File: config.mk
export PLATFORM = sky130hd
export DESIGN_NAME = lut_rev_search_flat
export DESIGN_NICKNAME = d
export VERILOG_FILES = /design/src/rtl/lut_pkg.sv /design/src/rtl/lut_rev_search_if.sv /design/src/rtl/lut_reg_file.sv /design/src/rtl/lut_rev_search.sv /design/src/flat_wrapper.sv
export SDC_FILE = /design/constraint.sdc
export NUM_CORES = 1
export LEC_CHECK = 0
export CORE_MARGIN = 3
export CORE_UTILIZATION = 61
export DETAILED_ROUTE_END_ITERATION = 10
export PLACE_DENSITY = 0.79
export SLEW_MARGIN = 20
export SYNTH_ARGS = -nofsm -noshare
export SYNTH_HDL_FRONTEND = slang
export SYNTH_SLANG_ARGS = --single-unit
File: constraint.sdc
create_clock -name clk -period 3.55 [get_ports clk]
set_clock_uncertainty 0.1 [all_clocks]
set_input_delay 0.8875 -clock clk [delete_from_list [all_inputs] [get_ports clk]]
set_output_delay 0.8875 -clock clk [all_outputs]
set_load 0.01 [all_outputs]
File: src/rtl/lut_pkg.sv
// Shared types and reset contents for the immediate/address LUT.
// The forward LUT and the reverse-search register copy both load LUT_RESET_TABLE.
package lut_pkg;

    localparam int LUT_DEPTH = 32;
    localparam int LUT_DW    = 8;
    localparam int LUT_IW    = $clog2(LUT_DEPTH);

    typedef enum logic [1:0] {IDLE, SCAN, RESP} lut_state_t;

    localparam logic [LUT_DW-1:0] LUT_RESET_TABLE [LUT_DEPTH] = '{
        0: 8'hF5, 1: 8'h09, 2: 8'hEC, 3: 8'h0E, 4: 8'h03, 5: 8'h11,
        default: 8'h00
    };

endpackage

File: src/rtl/lut_rev_search_if.sv
// Table-write, request and response bundle of the LUT reverse search.
// The master is the loader/assembler side; the slave is lut_rev_search.
interface lut_rev_search_if #(
    parameter int DW = 8,
    parameter int IW = 5
) ();

    logic          wr_en;
    logic [IW-1:0] wr_idx;
    logic [DW-1:0] wr_data;
    logic          req_valid;
    logic          req_ready;
    logic [DW-1:0] req_val;
    logic          rsp_valid;
    logic          rsp_ready;
    logic          rsp_hit;
    logic [IW-1:0] rsp_idx;
    logic          busy;

    modport master (
        output wr_en, wr_idx, wr_data, req_valid, req_val, rsp_ready,
        input  req_ready, rsp_valid, rsp_hit, rsp_idx, busy
    );

    modport slave (
        input  wr_en, wr_idx, wr_data, req_valid, req_val, rsp_ready,
        output req_ready, rsp_valid, rsp_hit, rsp_idx, busy
    );

endinterface

File: src/rtl/lut_reg_file.sv
// DEPTH x DW writable copy of the LUT: synchronous write, combinational read,
// synchronous reset back to the forward-LUT contents.
module lut_reg_file
    import lut_pkg::*;
#(
    parameter int DEPTH = LUT_DEPTH,
    parameter int DW    = LUT_DW,
    parameter int IW    = $clog2(DEPTH)
) (
    input  logic          clk,
    input  logic          rst_n,
    input  logic          wr_en,
    input  logic [IW-1:0] wr_idx,
    input  logic [DW-1:0] wr_data,
    input  logic [IW-1:0] rd_idx,
    output logic [DW-1:0] rd_data
);

    logic [DW-1:0] mem_q [DEPTH];
    logic [DW-1:0] mem_d [DEPTH];

    function automatic logic [DW-1:0] reset_entry(input int i);
        logic [LUT_IW-1:0] ri;
        ri = i[LUT_IW-1:0];
        return (i < LUT_DEPTH) ? DW'(LUT_RESET_TABLE[ri]) : '0;
    endfunction

    always_comb begin
        mem_d = mem_q;
        if (wr_en) mem_d[wr_idx] = wr_data;
    end

    always_ff @(posedge clk) begin
        if (!rst_n) begin
            for (int i = 0; i < DEPTH; i++) mem_q[i] <= reset_entry(i);
        end else begin
            mem_q <= mem_d;
        end
    end

    // Read sees the pre-edge contents, so a same-cycle write is not compared.
    assign rd_data = mem_q[rd_idx];

endmodule

File: src/rtl/lut_rev_search.sv
// Reverse LUT lookup: scans one entry per cycle for the lowest index holding the key.
//   state | meaning
//   IDLE  | ready for a request; key latched on req_valid
//   SCAN  | comparing table[cnt] with the key, cnt counting up from 0
//   RESP  | result presented, held until rsp_ready
module lut_rev_search
    import lut_pkg::*;
#(
    parameter int DEPTH = LUT_DEPTH,
    parameter int DW    = LUT_DW,
    parameter int IW    = $clog2(DEPTH)
) (
    input  logic             clk,
    input  logic             rst_n,
    lut_rev_search_if.slave  bus
);

    localparam logic [IW-1:0] LAST_IDX = IW'(DEPTH - 1);

    lut_state_t    state_q, state_d;
    logic [IW-1:0] cnt_q, cnt_d;
    logic [IW-1:0] idx_q, idx_d;
    logic [DW-1:0] key_q, key_d;
    logic          hit_q, hit_d;
    logic [DW-1:0] rd_data;

    lut_reg_file #(.DEPTH(DEPTH), .DW(DW), .IW(IW)) u_table (
        .clk     (clk),
        .rst_n   (rst_n),
        .wr_en   (bus.wr_en),
        .wr_idx  (bus.wr_idx),
        .wr_data (bus.wr_data),
        .rd_idx  (cnt_q),
        .rd_data (rd_data)
    );

    always_comb begin
        state_d = state_q;
        cnt_d   = cnt_q;
        idx_d   = idx_q;
        key_d   = key_q;
        hit_d   = hit_q;
        case (state_q)
            IDLE: begin
                if (bus.req_valid) begin
                    key_d   = bus.req_val;
                    cnt_d   = '0;
                    state_d = SCAN;
                end
            end
            SCAN: begin
                if (rd_data == key_q) begin
                    hit_d   = 1'b1;
                    idx_d   = cnt_q;
                    state_d = RESP;
                end else if (cnt_q == LAST_IDX) begin
                    hit_d   = 1'b0;
                    idx_d   = '0;
                    state_d = RESP;
                end else begin
                    cnt_d = cnt_q + 1'b1;
                end
            end
            RESP: begin
                if (bus.rsp_ready) state_d = IDLE;
            end
            default: state_d = IDLE;
        endcase
    end

    always_ff @(posedge clk) begin
        if (!rst_n) begin
            state_q <= IDLE;
            cnt_q   <= '0;
            idx_q   <= '0;
            key_q   <= '0;
            hit_q   <= 1'b0;
        end else begin
            state_q <= state_d;
            cnt_q   <= cnt_d;
            idx_q   <= idx_d;
            key_q   <= key_d;
            hit_q   <= hit_d;
        end
    end

    assign bus.req_ready = (state_q == IDLE);
    assign bus.rsp_valid = (state_q == RESP);
    assign bus.busy      = (state_q != IDLE);
    assign bus.rsp_hit   = hit_q;
    assign bus.rsp_idx   = idx_q;

endmodule
File: src/flat_wrapper.sv
// flat-port wrapper written by rule: the top's interface ports become plain ports
module lut_rev_search_flat import lut_pkg::*;
#(
    parameter int DEPTH = LUT_DEPTH,
    parameter int DW    = LUT_DW,
    parameter int IW    = $clog2(DEPTH)
)
  (clk, rst_n, bus_wr_en, bus_wr_idx, bus_wr_data, bus_req_valid, bus_req_val, bus_rsp_ready, bus_req_ready, bus_rsp_valid, bus_rsp_hit, bus_rsp_idx, bus_busy);
  lut_rev_search_if #(.DW(DW), .IW(IW)) bus_i ();
  input  logic clk;
  input  logic rst_n;
  input wire logic [$bits(bus_i.wr_en)-1:0] bus_wr_en;
  input wire logic [$bits(bus_i.wr_idx)-1:0] bus_wr_idx;
  input wire logic [$bits(bus_i.wr_data)-1:0] bus_wr_data;
  input wire logic [$bits(bus_i.req_valid)-1:0] bus_req_valid;
  input wire logic [$bits(bus_i.req_val)-1:0] bus_req_val;
  input wire logic [$bits(bus_i.rsp_ready)-1:0] bus_rsp_ready;
  output wire logic [$bits(bus_i.req_ready)-1:0] bus_req_ready;
  output wire logic [$bits(bus_i.rsp_valid)-1:0] bus_rsp_valid;
  output wire logic [$bits(bus_i.rsp_hit)-1:0] bus_rsp_hit;
  output wire logic [$bits(bus_i.rsp_idx)-1:0] bus_rsp_idx;
  output wire logic [$bits(bus_i.busy)-1:0] bus_busy;
  assign bus_i.wr_en = bus_wr_en;
  assign bus_i.wr_idx = bus_wr_idx;
  assign bus_i.wr_data = bus_wr_data;
  assign bus_i.req_valid = bus_req_valid;
  assign bus_i.req_val = bus_req_val;
  assign bus_i.rsp_ready = bus_rsp_ready;
  assign bus_req_ready = bus_i.req_ready;
  assign bus_rsp_valid = bus_i.rsp_valid;
  assign bus_rsp_hit = bus_i.rsp_hit;
  assign bus_rsp_idx = bus_i.rsp_idx;
  assign bus_busy = bus_i.busy;
  lut_rev_search #(.DEPTH(DEPTH), .DW(DW), .IW(IW)) u_core (.clk(clk), .rst_n(rst_n), .bus(bus_i));
endmodule
# ---- Word-level counts from Yosys, hierarchy flattened
# Cells that the tools add are included.
dict set report word_totals {
  ff_bits 277
  word_cells 80
  out_inout_bits 9
}
dict set report op_classes {
  bitwise_logic 2
  eq_ne 9
  addsub 1
  reduce_logical 9
  n_mux 19
  n_lt_le_gt_ge 3
}
# op n
set op_table {}
lappend op_table {{256-bit bitwise mux} 1}
lappend op_table {{8-bit binary-select mux with 5-bit select} 1}
lappend op_table {{8-bit demux with 5-bit select} 1}
lappend op_table {{5-bit two-way mux} 5}
lappend op_table {{8-bit two-way mux} 3}
lappend op_table {{6-bit greater-or-equal comparator, second input constant} 2}
lappend op_table {{5-bit NOT with 6-bit output} 2}
lappend op_table {{5-bit case mux with 2 select lines} 1}
lappend op_table {{8-bit == test} 1}
lappend op_table {{2-bit two-way mux} 4}
lappend op_table {{2-bit != test, second input constant} 4}
lappend op_table {{6-bit by 1-bit less-than comparator with 1-bit output, second input constant} 1}
lappend op_table {{2-bit case mux with 3 select lines} 1}
lappend op_table {{2-bit nonzero test} 3}
lappend op_table {{5-bit by 1-bit adder with 5-bit output, second input constant} 1}
lappend op_table {{5-bit == test, second input constant} 1}
lappend op_table {{2-bit AND reduction} 2}
lappend op_table {{4-bit AND reduction} 1}
lappend op_table {{3-bit by 1-bit != test with 1-bit output, second input constant} 1}
lappend op_table {{3-bit AND reduction} 1}
lappend op_table {{2-bit by 1-bit == test with 1-bit output, second input constant} 1}
lappend op_table {{2-bit == test, second input constant} 1}
lappend op_table {{2-bit logical NOT} 1}
lappend op_table {{1-bit two-way mux} 2}
lappend op_table {{1-bit logical AND} 1}

# ---- Depth between registers and ports, before layout
# Gate-level depths: netlist of run 1.
dict set report logic_depth {
  word_depth 7
  mapped_depth 14
}

# ---- By module
# From an unflattened synthesis of run 1, not the netlist that was laid out.
dict set report hier_totals {
  hier_cells 1435
  hier_area_um2 13400.4
}
# module area_per_inst_um2 cells_per_inst instances
set modules_own_cells {}
lappend modules_own_cells {lut_reg_file 12379.4 1318 1}
lappend modules_own_cells {lut_rev_search 1021.0 117 1}

# ---- Worst setup path after synthesis of run 1
# OpenSTA, ideal clock, no wires.
dict set report synth_path {
  path_type {reg2reg}
  from {register u_core.cnt_q[1]}
  to {register u_core.idx_q[0] (netlist: u_core.bus.rsp_idx[0])}
  path_stages_with_launch 13
  t_required_ns 3.380
  t_arrival_ns 2.769
  slack_ns 0.611
  synth_period_minus_slack_ns 2.939
  path_cell_list {dfxtp_1 buf_4 buf_6 buf_4 mux4_2 o211ai_1 o21ai_0 or4_1 a211oi_2 nand4_1 buf_2 or3_1 a21oi_1}
}
dict set report synth_between {
  elab_chain_len 7
  word_cells_on_any_way 9
}
# item line
set synth_lines {}
lappend synth_lines {{from (decl)} lut_rev_search.sv:21} ;# logic [IW-1:0] cnt_q, cnt_d;
lappend synth_lines {{from (signal assigned)} lut_rev_search.sv:80} ;# cnt_q <= cnt_d;
lappend synth_lines {{5-bit NOT with 6-bit output (not written as such)} lut_reg_file.sv:42} ;# assign rd_data = mem_q[rd_idx];
lappend synth_lines {{8-bit binary-select mux with 5-bit select} lut_reg_file.sv:42}
lappend synth_lines {{8-bit two-way mux (not written as such) (2 in series)} lut_reg_file.sv:42}
lappend synth_lines {{8-bit == test} lut_rev_search.sv:52} ;# if (rd_data == key_q) begin
lappend synth_lines {{2-bit nonzero test (no line)} --}
lappend synth_lines {{2-bit AND reduction (no line)} --}
lappend synth_lines {{to (signal assigned)} lut_rev_search.sv:81} ;# idx_q <= idx_d;
lappend synth_lines {{to (decl)} lut_rev_search.sv:22} ;# logic [IW-1:0] idx_q, idx_d;
# Several ways; a longest one is shown, not always the timed one. The select of a mux whose other input is x is not followed.
# A chain may end at the register's enable or synchronous reset.

# ---- Worst setup path after layout of run 1
dict set report layout_path {
  from {register u_core.cnt_q[0]}
  to {register u_core.cnt_q[0]}
}
dict set report layout_between {
  elab_chain_len 7
  word_cells_on_any_way 13
}
# item line
set layout_lines {}
lappend layout_lines {{5-bit NOT with 6-bit output (not written as such)} lut_reg_file.sv:42}
lappend layout_lines {{8-bit binary-select mux with 5-bit select} lut_reg_file.sv:42}
lappend layout_lines {{8-bit two-way mux (not written as such) (2 in series)} lut_reg_file.sv:42}
lappend layout_lines {{8-bit == test} lut_rev_search.sv:52}
lappend layout_lines {{2-bit != test (no line)} --}
lappend layout_lines {{4-bit AND reduction (no line)} --}
# Several ways; a longest one is shown, not always the timed one. The select of a mux whose other input is x is not followed.

==> results.md, run 1 <==
- Outcome: finished, final reports clean
- Switching fraction of total power: between 20% and 30%
- RSZ-0062 raised after global routing: false
- Int Power: approximately 5.2 mW
- Clk pwr share: a little under half
- Fill cells: around 1.4k
- Core Box Area: approximately 20000 µm²
- Sequential area share after synthesis: about 45%
- Period minus WS final: between 3 and 4 ns
- Inserted Diodes: 0
- PortBufs: 34
- H-tree depth: 1
- Syn Inst Count: around 1.3k
- Logic pwr share: between 6 and 7%
- Crit-path max FO: 28
- Final Hold Fails: 0
- Synth Register Bits: between 200 and 300
- Clock slew at reported path FFs: ~0.07 ns
- Area Overhead vs Synth: 14.2%
- Slew HR: 51.3%
- Post-DP HPWL: 21300 µm
- IO Pins: 35
- Hold Path Class: flop to flop
- Pwr dens: 477 nW/µm²
- Total global-route track usage: between 30% and 40%
- Routability cong.: just over 0.9
- TritonCTS clock tree: done
- Starting density of the core: 62.9%
- Via count: ~9.7k
- Yosys warns: 0
- Rows: 51
- Final setup fails: 0
- Met2 WL: around 15000 µm
- Final worst-path cycle share: 93.3%
- Final WS setup: 0.236 ns
- Leak: roughly 5.7 nW
- Clock buffer depth: 3
- DRT Wirelength: 33500 µm
- Register area: between 5000 and 6000 µm²
- CP Capture Type: flop
- Flop pwr share: a little under half
- Footprint of the multi-input gates: between 6000 and 7000 µm²
- TNS Setup: 0 ns
- Pin count of the biggest net entering global routing: 80
- Post-route ant nets: 0
- First-pass DRT Iterations: 5
- Via-per-instance ratio: approximately 6
- Die H: 149 µm
- Vias in the first global route: 9529
- Crit path required time: around 3.9 ns
- Yosys cell types: 55
- First-pass GRT wire length: 53400 µm
- Met3 Wirelength: approximately 3100 µm
- Worst Path Arrival: approximately 3.6 ns
- Slew Viols, Final: 0
- Root Driver: clkbuf_16
- Syn_area_per_cell: a little under 10 µm²
- Maximum vdd drop: roughly 0.42 mV
- Final nets: 1323
- NetSw: 1.55 mW
- Die ar.: ~22000 µm²
- CTS Sinks: approximately 280
- CP Class: flop to flop
- Clk Latency, worst-skew pair: 0.54 ns
- Worst slew pin tran: roughly 0.73 ns
- Initial antenna violation count: 0
- Maximum clock frequency: 302 MHz
- Mapped cell area: around 12000 µm²
- Global route total overflow: 0
- Setup crit start kind: flop
- Avg WL per Cell: 21.2 µm
- Number of max-cap violations: 0
- Hold_buf cts: 0
- Syn Nets: roughly 1.3k
- CTS buffer count: 28
- Die W: approximately 150 µm
- Post-Route M1 WL: 14200 µm
- Iteration-0 DRC Markers: roughly 970
- Share of cells above drive strength 1: a little under an eighth
- Max layer used: met4
- Drt drc: 0
- Place WS: approximately 0.26 ns
==> power by group through the flow <==
stage          Sequential, mW  Clock [mW]  Combinational (mW)
2_1_floorplan            3.22           0               0.298
3_3_place_gp             3.23           0               0.425
3_5_place_dp             3.23           0               0.430
4_1_cts                  3.17        3.18               0.433
5_1_grt                  3.17        3.31               0.470
6_report                 3.17        3.15               0.440
==> stage by stage <==
stage               hold slack (ns)  std cells  cell area [µm²]  power [mW]  util, %
finish                        0.356       1582            14200        6.76     71.8
global route                  0.383       1582            14200        6.95     71.8
CTS                           0.358       1582            14200        6.78     71.8
detailed placement            0.349       1530            13100        3.66     66.7
global placement              0.339       1530            13100        3.66     66.7
floorplan                     0.333       1268            12400        3.52        -
==> worst max-delay path, cell delays in order, from the launching register on <==
cell and delay, ns:
dfxtp_4 0.47, buf_12 0.26, mux4_2 0.54, mux2i_1 0.23, nor3_1 0.09, or4_1 0.42
a211oi_2 0.27, nand4_1 0.11, buf_4 0.19, nand2_1 0.18, mux2i_1 0.32
==> metal layers <==
| metal | global-route usage (%) | up-vias |
|---|---|---|
| met3 | 5.64 | 95 |
| met2 | 47.0 | 457 |
| met4 | 11.2 | 0 |
| met5 | 1.14 | - |
| li1 | - | 4458 |
| met1 | 42.9 | 4695 |
==> registers in the layout, summed over array words and instances, names as in the netlist <==
signal and cells:
u_core.bus.rsp_hit 1, u_core.bus.rsp_idx 5, u_core.cnt_q 5, u_core.key_q 8, u_core.state_q 2, u_core.u_table.mem_q 256
==> area by class of cell <==
cell class,instances,share of cell area [%]
clock inverters,14,1.31
multi-input cells,890,45.1
flip-flops and latches,277,39.2
repair buffers,89,5.94
inverters,9,0.274
clock buffers,38,5.79
well taps,265,2.34
==> cell usage after synthesis, drive strengths merged <==
| cell type | instances | area share, % |
|---|---|---|
| nor2 | 257 | 7.8 |
| ha | 2 | 0.20 |
| mux2i | 293 | 24 |
| a41oi | 1 | 0.071 |
| nor3b | 6 | 0.36 |
| clkbuf | 69 | 2.2 |
| and2b | 2 | 0.12 |
| a32oi | 2 | 0.14 |
| or2 | 2 | 0.10 |
| buf | 23 | 1.3 |
| o21ai | 12 | 0.48 |
| o21a | 1 | 0.061 |
| a221oi | 1 | 0.12 |
| nor3 | 7 | 0.28 |
| inv | 8 | 0.24 |
| xnor2 | 4 | 0.28 |
| mux4 | 38 | 7.0 |
| and3b | 1 | 0.071 |
| nand3 | 25 | 1.0 |
| nand3b | 4 | 0.24 |
| and2 | 8 | 0.40 |
| a22o | 2 | 0.14 |
| nand2b | 3 | 0.15 |
| a31oi | 3 | 0.15 |
| dfxtp | 277 | 45 |
| nor2b | 5 | 0.25 |
| o211ai | 1 | 0.061 |
| clkinv | 1 | 0.030 |
| o22ai | 1 | 0.050 |
| a221o | 1 | 0.081 |
| a21oi | 33 | 1.3 |
| or3b | 2 | 0.14 |
| o31a | 1 | 0.071 |
| a211o | 2 | 0.14 |
| or4 | 1 | 0.061 |
| nand4 | 5 | 0.25 |
| nand2 | 119 | 3.6 |
| or3 | 9 | 0.45 |
| o211a | 1 | 0.081 |
| and3 | 4 | 0.20 |
| a211oi | 5 | 0.34 |
| o31ai | 6 | 0.36 |
| a22oi | 20 | 1.2 |
==> cell families after synthesis <==
logic type | Yosys count | synth area share (%)
and+or+nand+nor | 460 | 15.5
muxes | 331 | 30.6
DFF | 277 | 44.7
buffers and inverters | 101 | 3.76
AOI/OAI and AO/OA | 93 | 4.90
xor gates and xnor gates | 4 | 0.283
adders and majority gates | 2 | 0.202
==> what timing repair did <==
item                       in CTS  in global routing
setup buffers                   0                  0
setup endpoints to repair       0                  2
resized for setup               0                  1
==> cells in the final DEF (no fill, tap or decap), types with 4 or more instances in the layout <==
cell type        netlist  final
clkinv_2               0      4
buf_12                 1      7
nor2b_1                5      5
a211oi_1               4      4
nand2_1              119    119
or3_1                  9      9
a22oi_1               20     20
o31ai_1                6      6
inv_1                  7      7
clkbuf_16              0     29
clkbuf_8               1      6
mux4_2                36     36
bufinv_16              0      4
and3_1                 4      4
a21oi_1               33     33
mux2i_1              293    293
and2_1                 7      7
o21ai_0               11     11
nor2_1               256    256
nor3b_1                6      6
dfxtp_1              277    275
nand3b_1               4      4
xnor2_1                4      4
clkdlybuf4s50_1        0     34
clkinvlp_4             0      4
nand4_1                5      5
buf_4                  9     48
nand3_1               25     25
nor3_1                 7      7
==> path summary, 6_finish.rpt <==
| check | startpoint | to | slack (ns) | cells past startpoint |
|---|---|---|---|---|
| worst max-delay path | u_core.cnt_q[0]$_SDFFE_PN0P_ | u_core.cnt_q[0]$_SDFFE_PN0P_ | 0.24 | 10 |
| worst min-delay path | u_core.u_table.mem_q[228]$_SDFFE_PN0P_ | u_core.u_table.mem_q[228]$_SDFFE_PN0P_ | 0.36 | 2 |
| worst max register to register | u_core.cnt_q[0]$_SDFFE_PN0P_ | u_core.cnt_q[0]$_SDFFE_PN0P_ | 0.24 | 10 |
| worst min register to register | u_core.u_table.mem_q[228]$_SDFFE_PN0P_ | u_core.u_table.mem_q[228]$_SDFFE_PN0P_ | 0.36 | 2 |
(Power assumes the default switching activity.)
==> inputs of run 2 (changes only) <==
SLEW_MARGIN = 15   (was 20)
SYNTH_HIERARCHICAL = 1   (was default)
==> results.md, run 2 <==
- Clk Latency, worst-skew pair: 0.55 ns (about the same)
- Iteration-0 DRC Markers: 1264 (+30%)
- H-tree depth: 1 (unchanged)
- Bufs and invs on worst path: 2 (unchanged)
- Post-synthesis mux area share: 14.8% (-16 points)
- Area Overhead vs Synth: 10.9%
- Routability cong.: 0.804 (-12%)
- Drt drc: 0 (unchanged)
- Logic pwr share: 7.8% (+1.3 points)
- Slew HR: 22.7% (-29 points)
- Flop pwr share: 47.7% (+0.8 points)
- CP Capture Type: flop
- Top FF cell, synth: dfxtp_1
- R2R setup slack: 0.16 ns (-0.07 ns)
- End of the critical path: u_core/cnt_q[3]$_SDFFE_PN0P_
- CTS Sinks: 277 (unchanged)
- Layout Cells excl Fill: 1658 (+4.8%)
- Pin count of the biggest net entering global routing: 138 (+73%)
- Syn Nets: 1463 (+13%)
- NetSw: 1.56 mW (+0.76%)
- TritonCTS clock tree: done
- Die H: 154 µm (+3.8%)
- Maximum vdd drop: 0.284 mV (-33%)
- Int Power: 5.06 mW (-2.9%)
- Placed cells: 1609 (+5.2%)
- Slowest cell on the critical path: dfxtp_4
- Final setup fails: 0 (unchanged)
- Synth top cells by count: 285 x nand3_1, 277 x dfxtp_1, 257 x o21ai_0
- Clock slew at reported path FFs: 0.06 ns (about the same)
- Post-synth top area cell: dfxtp_1
- IO Pins: 35 (unchanged)
- Power, Total: 6.62 mW (-2.1%)
- Final Hold Fails: 0 (unchanged)
- Worst reg2reg startpoint: u_core/cnt_q[1]$_SDFFE_PN0P_
- Crit-path max FO: 11 (-61%)
- DRT Wirelength: 37300 µm (+11%)
- Hold Path Class: flop to flop
- Total global-route track usage: 30.6% (+0.16 points)
- CP cell instances: buf_6 -> mux4_2 -> mux4_2 -> mux2_2 -> xor2_1 -> nor4_2 -> buf_4 -> a21oi_1 -> a211o_2
- Most common cell after layout, fill and taps aside: nand3_1
- Crit path required time: 3.89 ns (about the same)
- Top delay family on crit path: multiplexers
- WP depth: 9 (-1)
- Yosys cell types: 39 (-29%)
- Die ar.: 23800 µm² (+7.7%)
- Number of flops mapped to enable cells by yosys: 0 (unchanged)
- PortBufs: 34 (unchanged)
- Design Area, Final: 14900 µm² (+5.0%)
- Setup crit start kind: flop
- Maximum clock frequency: 295 MHz (-2.2%)
- CP Class: flop to flop
- Vias in the first global route: 11.2k (+17%)
- Avg WL per Cell: 22.5 µm (+6.3%)
- Post-route ant nets: 0 (unchanged)
- Fill cells: 1574 (+11%)
- Most frequent cells in the layout: 284 x nand3_1, 275 x dfxtp_1, 257 x o21ai_0
- Worst slew pin tran: 1.16 ns (+0.430 ns)
- Clk pwr share: 44.5% (-2.1 points)
- Switching fraction of total power: 23.5% (+0.66 points)
- First-pass DRT Iterations: 5 (unchanged)
- Syn Inst Count: 1435 (+13%)
- Worst Path Arrival: 3.73 ns (+0.09 ns)
- Core Box Area: 21300 µm² (+8.0%)
- Die W: 154 µm (+3.8%)
- Number of max-cap violations: 0 (unchanged)
- Largest register FFs: 256 (unchanged)
- Synth Area in XOR/XNOR: 0.523% (+0.24 points)
- Register bank with the most flops: u_core/u_table/mem_q
- Global route total overflow: 0 (unchanged)
- Hold_sp: u_core/bus.rsp_hit$_SDFFE_PN0P_
- Root Driver: clkbuf_16
- Crit. Startpoint: u_core/cnt_q[1]$_SDFFE_PN0P_
- DP Area: 13900 µm² (+5.9%)
- Post-synthesis compound-gate area fraction: 23.8% (+19 points)
- Leak: 4.60 nW (-19%)
- Post-synth top area share: 41.4% (-3.3 points)
- Worst hold margin: 0.368 ns (+0.0118 ns)
- Sequential area share after synthesis: 41.4% (-3.3 points)
- Pwr dens: 445 nW/µm² (-6.8%)
- Share of cells above drive strength 1: 14.8% (+3.4 points)
- Inserted Diodes: 0 (unchanged)
- Worst reg2reg endpoint: u_core/cnt_q[3]$_SDFFE_PN0P_
- Final nets: 1394 (+5.4%)
- Initial antenna violation count: 0 (unchanged)
- Slew Viols, Final: 0 (unchanged)
- Most common cell in the netlist: nand3_1
- Adder-Cell Fraction of Synth Area: 0.187% (-0.015 points)
- Synth Register Bits: 277 (unchanged)
- Via count: 11.5k (+18%)
- Hold depth: 2 (unchanged)
- Max incr delay on CP: 0.57 ns (+0.03 ns)
- Period minus WS final: 3.39 ns (+0.0748 ns)
- Place WS: -0.00203 ns (-0.258 ns)
- R2R cell count: 9 (-1)
- Largest family of logic cells by synthesized area: compound AO/OA/AOI/OAI gates
- Area contributors post-synth: dfxtp_1 41%, a21boi_0 14%, mux4_2 13%, nand3_1 11%, o21ai_0 9.6%
- Clock buffer depth: 3 (unchanged)
- Synth Area in Simple Gates: 13.6% (-1.9 points)
- Final core utilization: 69.8% (-2.0 points)
- Mapped cell area: 13400 µm² (+8.1%)
- TNS Setup: 0 ns (unchanged)
- Syn_area_per_cell: 9.34 µm² (-4.5%)
- First-pass GRT wire length: 59900 µm (+12%)
- Most used cell, CP: mux4_2
- Starting density of the core: 63.0% (+0.067 points)
- Outcome: finished, final reports clean
- Via-per-instance ratio: 6.93 (+13%)
- Final worst-path cycle share: 95.5% (+2.1 points)
- CTS buffer count: 28 (unchanged)
- Final WS setup: 0.161 ns (-0.0748 ns)
- Asr flop ratio synth: 0% (unchanged)
- Post-DP HPWL: 20100 µm (-6.0%)
- Rows: 53 (+3.9%)
- Yosys warns: 6 (+6)
- Biggest regs: u_core/u_table/mem_q (256), u_core/key_q (8)
- RSZ-0062 raised after global routing: false
[run 2: worst min path at each step]
| stage | to | slack (ns) |
|---|---|---|
| 2_1_floorplan | u_core/u_table/mem_q[158]$_SDFFE_PN0P_ | 0.35 |
| 3_3_place_gp | u_core/bus.rsp_hit$_SDFFE_PN0P_ | 0.34 |
| 3_5_place_dp | u_core/bus.rsp_hit$_SDFFE_PN0P_ | 0.36 |
| 4_1_cts | u_core/bus.rsp_hit$_SDFFE_PN0P_ | 0.37 |
| 5_1_grt | u_core/bus.rsp_idx[3]$_SDFFE_PN0P_ | 0.38 |
| 6_report | u_core/bus.rsp_hit$_SDFFE_PN0P_ | 0.37 |
[run 2: logic make-up after synthesis]
family / after synthesis
AOI/OAI and AO/OA: 510
and+or+nand+nor: 353
DFF: 277
buffers and inverters: 188
muxes: 97
xor gates and xnor gates: 8
adders and majority gates: 2
[run 2: final cells by class]
class / instances / area [µm²] / area share [%]
Sequential cell: 277 / 5550 / 37.4
Inverter: 2 / 7.51 / 0.0505
Clock inverter: 5 / 75.1 / 0.505
Multi-Input combinational cell: 970 / 7130 / 47.9
Tap cell: 275 / 344 / 2.31
Clock buffer: 42 / 835 / 5.61
Timing Repair Buffer: 87 / 926 / 6.23
[run 2: what timing repair did]
action	in CTS	in global routing
resized for setup	0	1
hold buffers	0	0
setup endpoints to repair	6	11
buffers inserted	1	1
pin swaps	0	0
[run 2: power by group through the flow]
stage	Sequential (mW)	Combinational [mW]	Clock [mW]
CTS	3.16	0.499	2.97
floorplan	3.22	0.321	0
global route	3.16	0.543	3.09
detailed placement	3.23	0.497	0
global placement	3.23	0.493	0
finish	3.16	0.513	2.95
[run 2: tightest hold or removal path: stages (launching register included)]
cell      delay [ns]
dfxtp_1         0.31
nand2_1         0.05
a21boi_1        0.06
[run 2: routing by layer]
| metal | track usage (%) | up-vias | routed length, µm | part of all wire, % |
|---|---|---|---|---|
| li1 | - | 5121 | - | - |
| met1 | 41.0 | 5652 | 14700 | 39 |
| met2 | 51.2 | 622 | 18000 | 48 |
| met3 | 4.06 | 99 | 3380 | 9.1 |
| met4 | 11.4 | 0 | 1210 | 3.2 |
| met5 | 0 | - | 0 | 0 |
==> inputs of run 3 (changes only) <==
CTS_CLUSTER_SIZE = 28   (was default)
==> results of run 3 <==
Same layout as run 2: the final DEF is identical, and so are final timing and power.
